## config.mk

```make
export PLATFORM = sky130hd
export DESIGN_NAME = bcd_display_conv
export DESIGN_NICKNAME = d
export VERILOG_FILES = /design/src/rtl/bcd_display_conv.sv
export SDC_FILE = /design/constraint.sdc
export NUM_CORES = 1
export LEC_CHECK = 0
export ABC_AREA = 1
export BUFFER_PORTS_ARGS = -buffer_cell sky130_fd_sc_hd__buf_2
export CORE_MARGIN = 1.5
export CORE_UTILIZATION = 40
export DETAILED_ROUTE_END_ITERATION = 12
export GPL_TIMING_DRIVEN = 0
export PLACE_DENSITY = 0.58
export SETUP_SLACK_MARGIN = 0.4
export SLEW_MARGIN = 10
export SYNTH_ARGS = -nofsm -noshare
export SYNTH_HDL_FRONTEND = slang
export SYNTH_SLANG_ARGS = --single-unit
```

## constraint.sdc

```tcl
create_clock -name clk -period 4.6 [get_ports clk]
set_input_delay 0.69 -clock clk [delete_from_list [all_inputs] [get_ports clk]]
set_output_delay 0.69 -clock clk [all_outputs]
set_load 0.05 [all_outputs]
```

## src/rtl/bcd_display_conv.sv

```systemverilog
// ---------------------------------------------------------------------------
// bcd_display_conv
//   Sequential binary-to-BCD converter using the shift-add-3 (double dabble)
//   method, one input bit per clock. It converts the calculator's unsigned
//   accumulator value into packed BCD digits and a leading-zero blank mask
//   for the 7-segment display driver.
//
// Ports
//   clk      in   1          system clock, rising edge
//   rst_n    in   1          asynchronous reset, active low
//   start    in   1          request a conversion; only honoured while idle
//   bin_in   in   WIDTH      unsigned binary value, captured on accepted start
//   busy     out  1          high while a conversion is in progress
//   done     out  1          one-cycle pulse when bcd_out/blank hold a new result
//   bcd_out  out  4*DIGITS   packed BCD, digit 0 (units) in [3:0]
//   blank    out  DIGITS     1 = leading zero to suppress; bit 0 is always 0
// ---------------------------------------------------------------------------
module bcd_display_conv #(
    parameter int WIDTH  = 32,
    parameter int DIGITS = 10
) (
    input  logic                  clk,
    input  logic                  rst_n,
    input  logic                  start,
    input  logic [WIDTH-1:0]      bin_in,
    output logic                  busy,
    output logic                  done,
    output logic [4*DIGITS-1:0]   bcd_out,
    output logic [DIGITS-1:0]     blank
);

    localparam int                CW        = $clog2(WIDTH + 1);
    localparam logic [CW-1:0]     LAST      = CW'(WIDTH - 1);
    localparam logic [DIGITS-1:0] BLANK_RST = {{(DIGITS-1){1'b1}}, 1'b0};

    typedef enum logic {
        IDLE,
        SHIFT
    } state_t;

    state_t              state_q;
    logic [WIDTH-1:0]    shift_q;
    logic [4*DIGITS-1:0] scratch_q;
    logic [CW-1:0]       count_q;
    logic                busy_q;
    logic                done_q;
    logic [4*DIGITS-1:0] bcd_q;
    logic [DIGITS-1:0]   blank_q;

    logic [4*DIGITS-1:0] adjusted;
    logic [4*DIGITS-1:0] scratch_d;
    logic [DIGITS-1:0]   blank_d;
    logic                allZero;

    // Add-3 correction: any digit of 5 or more would overflow past 9 when
    // doubled by the coming shift, so bias it by 3 to carry into the next digit.
    always_comb begin
        adjusted = scratch_q;
        for (int i = 0; i < DIGITS; i++) begin
            if (scratch_q[4*i +: 4] >= 4'd5) begin
                adjusted[4*i +: 4] = scratch_q[4*i +: 4] + 4'd3;
            end
        end
    end

    // Shift the corrected digits left, pulling in the next binary MSB.
    // Anything shifted out of the top digit is dropped.
    assign scratch_d = {adjusted[4*DIGITS-2:0], shift_q[WIDTH-1]};

    // Leading-zero mask from the value about to be registered: a digit is
    // blanked when it and every digit above it are zero. Units never blank.
    always_comb begin
        blank_d = '0;
        allZero = 1'b1;
        for (int i = DIGITS - 1; i >= 1; i--) begin
            allZero    = allZero & (scratch_d[4*i +: 4] == 4'd0);
            blank_d[i] = allZero;
        end
    end

    // Control FSM and datapath. Results only update on the final shift edge,
    // so the display keeps showing the previous value during a conversion.
    always_ff @(posedge clk or negedge rst_n) begin
        if (!rst_n) begin
            state_q   <= IDLE;
            shift_q   <= '0;
            scratch_q <= '0;
            count_q   <= '0;
            busy_q    <= 1'b0;
            done_q    <= 1'b0;
            bcd_q     <= '0;
            blank_q   <= BLANK_RST;
        end else begin
            done_q <= 1'b0;
            case (state_q)
                IDLE: begin
                    if (start) begin
                        shift_q   <= bin_in;
                        scratch_q <= '0;
                        count_q   <= '0;
                        busy_q    <= 1'b1;
                        state_q   <= SHIFT;
                    end
                end
                SHIFT: begin
                    scratch_q <= scratch_d;
                    shift_q   <= {shift_q[WIDTH-2:0], 1'b0};
                    count_q   <= count_q + CW'(1);
                    if (count_q == LAST) begin
                        bcd_q   <= scratch_d;
                        blank_q <= blank_d;
                        done_q  <= 1'b1;
                        busy_q  <= 1'b0;
                        state_q <= IDLE;
                    end
                end
            endcase
        end
    end

    assign busy    = busy_q;
    assign done    = done_q;
    assign bcd_out = bcd_q;
    assign blank   = blank_q;

endmodule

```

# [Word level (Yosys, flattened, before mapping)]
# Cells that the tools add are included.
# Widths: inputs -> output; s select.
[word_totals] regBits=130 inputBits=35 output_inout_bits=52 elab_cells=76
[op_classes] add_sub_neg=11 magnitude_cmp=10 eq_ne=3 muxes=24 n_bitwise=9 n_reduce_logical=11
[op_table] operator="$pmux 40 s2" count=1
[op_table] operator="$pmux 32 s2" count=1
[op_table] operator="$ge 4x3->1 const B" count=10
[op_table] operator="$mux 40" count=1
[op_table] operator="$add 4x2->4 const B" count=9
[op_table] operator="$logic_not 4->1" count=9
[op_table] operator="$mux 4" count=9
[op_table] operator="$mux 32" count=1
[op_table] operator="$pmux 6 s2" count=1
[op_table] operator="$and 1x1->1" count=8
[op_table] operator="$add 6x1->6 const B" count=1
[op_table] operator="$eq 6x5->1 const B" count=1
[op_table] operator="$mux 1" count=6
[op_table] operator="$mux 6" count=1
[op_table] operator="$pmux 1 s2" count=2
[op_table] operator="$reduce_and 2->1" count=2
[op_table] operator="$add 3x2->3 const B" count=1
[op_table] operator="$mux 3" count=1
[op_table] operator="$ne 2x1->1 const B" count=1
[op_table] operator="$ne 2x2->1 const B" count=1
[op_table] operator="$not 1->1" count=1

# [Longest topological paths before layout]
[depth] depth_word=11 depth_mapped=14 ltp_nobuf=14

# [Least setup slack after synthesis]
# OpenSTA, ideal clock, no wires.
[synth_timing] kind="register -> register" from="register scratch_q[28]" to="register blank_q[1] (netlist: blank[1])" setup_ps=61 t_arrival_ps=1660 required_time_ps=4539 path_slack_ps=2879 stages_incl_launch_ff=13 path_buffers=0 synth_period_minus_slack_ps=1721 cell_sequence="dfrtp_1 -> inv_1 -> ha_1 -> inv_1 -> nand2_1 -> nand3_2 -> xor2_2 -> nand2_1 -> nor2_2 -> nand4_2 -> nor2_2 -> nand4_1 -> nand2_1"
[synth_between] elab_chain_cells=11 elab_cells_between_ends=13 classes_between="1 x add/sub; 1 x order compare; 1 x mux; 8 x bitwise; 2 x reduce/logical"
[synth_lines] element="start, declared" line="43" source="logic [4*DIGITS-1:0] scratch_q;"
[synth_lines] element="start signal, assigned" line="106" source="scratch_q <= scratch_d;"
[synth_lines] element="$add 4x2->4 or $ge 4x3->1 (tied branches)" line="61, 60"
[synth_lines] element="$mux 4 (*)" line="60" source="if (scratch_q[4*i +: 4] >= 4'd5) begin"
[synth_lines] element="$logic_not 4->1" line="76" source="allZero = allZero & (scratch_d[4*i +: 4] == 4'd0);"
[synth_lines] element="$and 1x1->1" line="76"
[synth_lines] element="$and 1x1->1 (*) (7 in series)" line="76"
[synth_lines] element="end signal, assigned" line="111" source="blank_q <= blank_d;"
[synth_lines] element="end, declared" line="48" source="logic [DIGITS-1:0] blank_q;"
# Every way passes the cells marked *; elsewhere a longest branch is shown, timed or not.
# A chain may end at the register's enable or synchronous reset.

# [Worst setup path after layout]
# Ends and elaborated chain as after synthesis.

==> reports/qor.csv <==
stage,metric,value,unit
run_status,status,"complete, no violations",
place,dpl.cell_count,978,
worst_setup_path,critPathLaunchType,flop,
cts,clock-sinks,130,
sta,min_period,2102,ps
cts,cts-root-buf,clkbuf_16,
cts,cts_buffer_depth,2,
finish,finalNetCount,865,
floorplanning,die_y,126.9,microns
global_route,grt_max_degree,88,
yosys,synth_area,6137,sq um
cts,post-cts-setup-buffer-count,0,
cts,cts-resized-gates,0,
yosys,synth_edf_count,0,
power_and_ir_drop,power_per_cell_area,805.8,nW/um^2
worst_setup_path,cp-endpoint,blank[1]$_DFFE_PN1P_,
yosys,yosys.area.top_type,dfrtp_1,
finish,fin_area,7421,sq um
yosys,ys_seq_area_share,53.19,%
cts,insertion_delay,420,ps
sta,tns,0,ps
finish,diodes,0,
floorplanning,core_area,15090,sq um
global_route,grt_pass1_wl,25270,microns
sta,rsz0062_at_grt,false,
cts,cts_max_level,4,
worst_setup_path,r2r_setup_slack,2500,ps
yosys,synth_most_common_cell,nand2_1,
floorplanning,die_area,16090,sq um
place,place_ws,2491,ps
worst_setup_path,cp.arrival,2460,ps
worst_setup_path,cp-startpoint,scratch_q[28]$_DFFE_PN0P_,
floorplanning,initial_core_util,40.67,%
yosys,yosys_most_used_dff,dfrtp_1,
place,place_area,6832,sq um
routing,ant_nets,0,
yosys,synthArstFlopShare,100.0,%
sta,finalCritPeriodShare,45.70,%
yosys,synthCells,704,
sta,worst_slack,2498,ps
finish,synthToLayoutAreaGrowth,20.92,%
routing,dr.first_iter.drc_count,284,
yosys,yosys-top-cells-count,"nand2_1 (218), dfrtp_1 (121), inv_1 (75)",
global_route,overflow,0,
sta,fmax,475.7,MHz
yosys,ys_types,42,
power_and_ir_drop,p_total,5.980,mW
cts,cts_tree,done,
finish,multi_input_area,2420,sq um
worst_setup_path,crit_path_end_kind,flop,
hold_path,hold_path_class,in2async,
yosys,yosys_register_bits,130,
global_route,gr-usage-all-layers,20.21,%
yosys,syn_avg_cell_area,8.718,sq um
global_route,antenna_found_initial,0,
cts,clkTransAtPathRegs,50,ps
floorplanning,num_rows,45,
routing,drc_errors,0,
worst_setup_path,r2r-start,scratch_q[28]$_DFFE_PN0P_,
floorplanning,pin_count,87,
worst_setup_path,worstSetupPathType,reg2reg,
routing,wl_per_cell,15.23,microns
sta,setup_viol,0,
cts,ctsHoldBuffers,0,
yosys,yosys_warnings,0,
routing,vias,5175,
routing,drtPass1Iterations,4,
run,maxCapViolCount,0,
power_and_ir_drop,leakage,3.806,nW
finish,fillCellCount,1460,
worst_setup_path,required,4960,ps
place,io_buffers,85,
routing,via_per_inst,5.124,
power_and_ir_drop,ir_drop,298.4,uV
global_route,grt_pass1_vias,5110,
finish,final_cell_count_no_fill,1010,
yosys,synth_top_area_share,49.34,%
sta,worst_pin_slew,716.1,ps
sta,relSlewSlack,52.26,%
place,gp_congestion,0.8855,
sta,whs,200.3,ps
yosys,synth.top_cells.by_area,"dfrtp_1 (49%), nand2_1 (13%), inv_1 (4.6%), ha_1 (4.3%), dfstp_2 (3.9%)",
yosys,synth_nets,760,
finish,utilization,49.18,%
routing,wl,15380,microns
worst_setup_path,worstRegToRegCells,12,
sta,slew_violations,0,
sta,hold_viol,0,
cts,numCtsBuffers,17,
worst_setup_path,critPathMaxFanout,4,
finish,regArea,3264,sq um
finish,layout-drive-gt1-share,19.46,%
place,dp_hpwl,11050,microns
floorplanning,die_x,126.9,microns
sta,clock_skew,8.674,ps
worst_setup_path,r2r-end,blank[1]$_DFFE_PN1P_,
kinds of logic (layout without fill, tap and decap cells):
kind of cell | after synthesis | in the layout | share of synthesized area [%]
compound gates | 143 | 143 | 13.54
xor+xnor | 9 | 9 | 1.407
fa+ha+maj | 21 | 21 | 4.281
buf+inv | 112 | 230 | 7.380
flops | 130 | 130 | 53.19
other cells | 1 | 1 | 0.06110
simple gates | 288 | 288 | 20.14
worst max-delay path: stages (launching register included):
cell	delay, ps
dfrtp_1	400
inv_1	140
ha_1	190
inv_1	50
nand2_1	140
nand3_2	120
xor2_2	200
nand2_1	90
nor2_2	140
nand4_2	130
nor2_2	170
nand4_1	160
nand2_1	100
sequential cells by signal, indices dropped and copies added (netlist names):
name and count:
done 1, state_q 1, bcd_out 40, count_q 6, busy 1, blank 9, scratch_q 40, shift_q 32
placed cells by master (no fill, tap or decap), drive strengths merged:
cell      instances
o21ai            73
nor3              1
o211ai           12
bufinv            2
nand2           222
clkinv            2
a21boi            2
clkinvlp          1
and2              1
o221ai            3
nand3b            1
a21oi            14
dfrtp           121
clkbuf           41
a31oi             1
conb              1
nor4              2
o22ai            29
a22oi             8
a22o              1
buf             103
xor2              9
nand3            29
or2               2
dfstp             9
ha               21
nand4            11
nor2             19
inv              81
routing by layer:
layer  global-route usage [%]  up-vias  part of all wire (%)
met4                    8.155        0                   2.3
met5                        0        -                     0
met1                    26.07     2479                    45
met2                    32.93      150                    48
met3                    4.766       28                   5.3
li1                         -     2518                     -
worst min path at each step:
stage | end | slack, ps | cells past startpoint
2_1_floorplan | bcd_out[0]$_DFFE_PN0P_ | 390 | 0
3_3_place_gp | bcd_out[30]$_DFFE_PN0P_ | 450 | 2
3_5_place_dp | bcd_out[30]$_DFFE_PN0P_ | 450 | 2
4_1_cts | bcd_out[23]$_DFFE_PN0P_ | 210 | 1
5_1_grt | bcd_out[23]$_DFFE_PN0P_ | 220 | 1
6_report | bcd_out[23]$_DFFE_PN0P_ | 200 | 1
power breakdown:
| group | switching (mW) | internal (mW) |
|---|---|---|
| combinational | 1.90 | 0.801 |
| sequential | 0.316 | 1.62 |
| clock | 0.480 | 0.870 |
| total | 2.69 | 3.29 |
final cells by class:
| class | instances | share of cell area [%] |
|---|---|---|
| clock buffers | 28 | 6.963 |
| repair buffers | 86 | 6.188 |
| flip-flops and latches | 130 | 43.99 |
| multi-input cells | 462 | 32.61 |
| clock inverters | 4 | 0.9779 |
| plain buffers | 30 | 1.956 |
| inverters | 82 | 4.148 |
| well taps | 188 | 3.170 |
No activity file was read; power rests on OpenSTA's default activity.
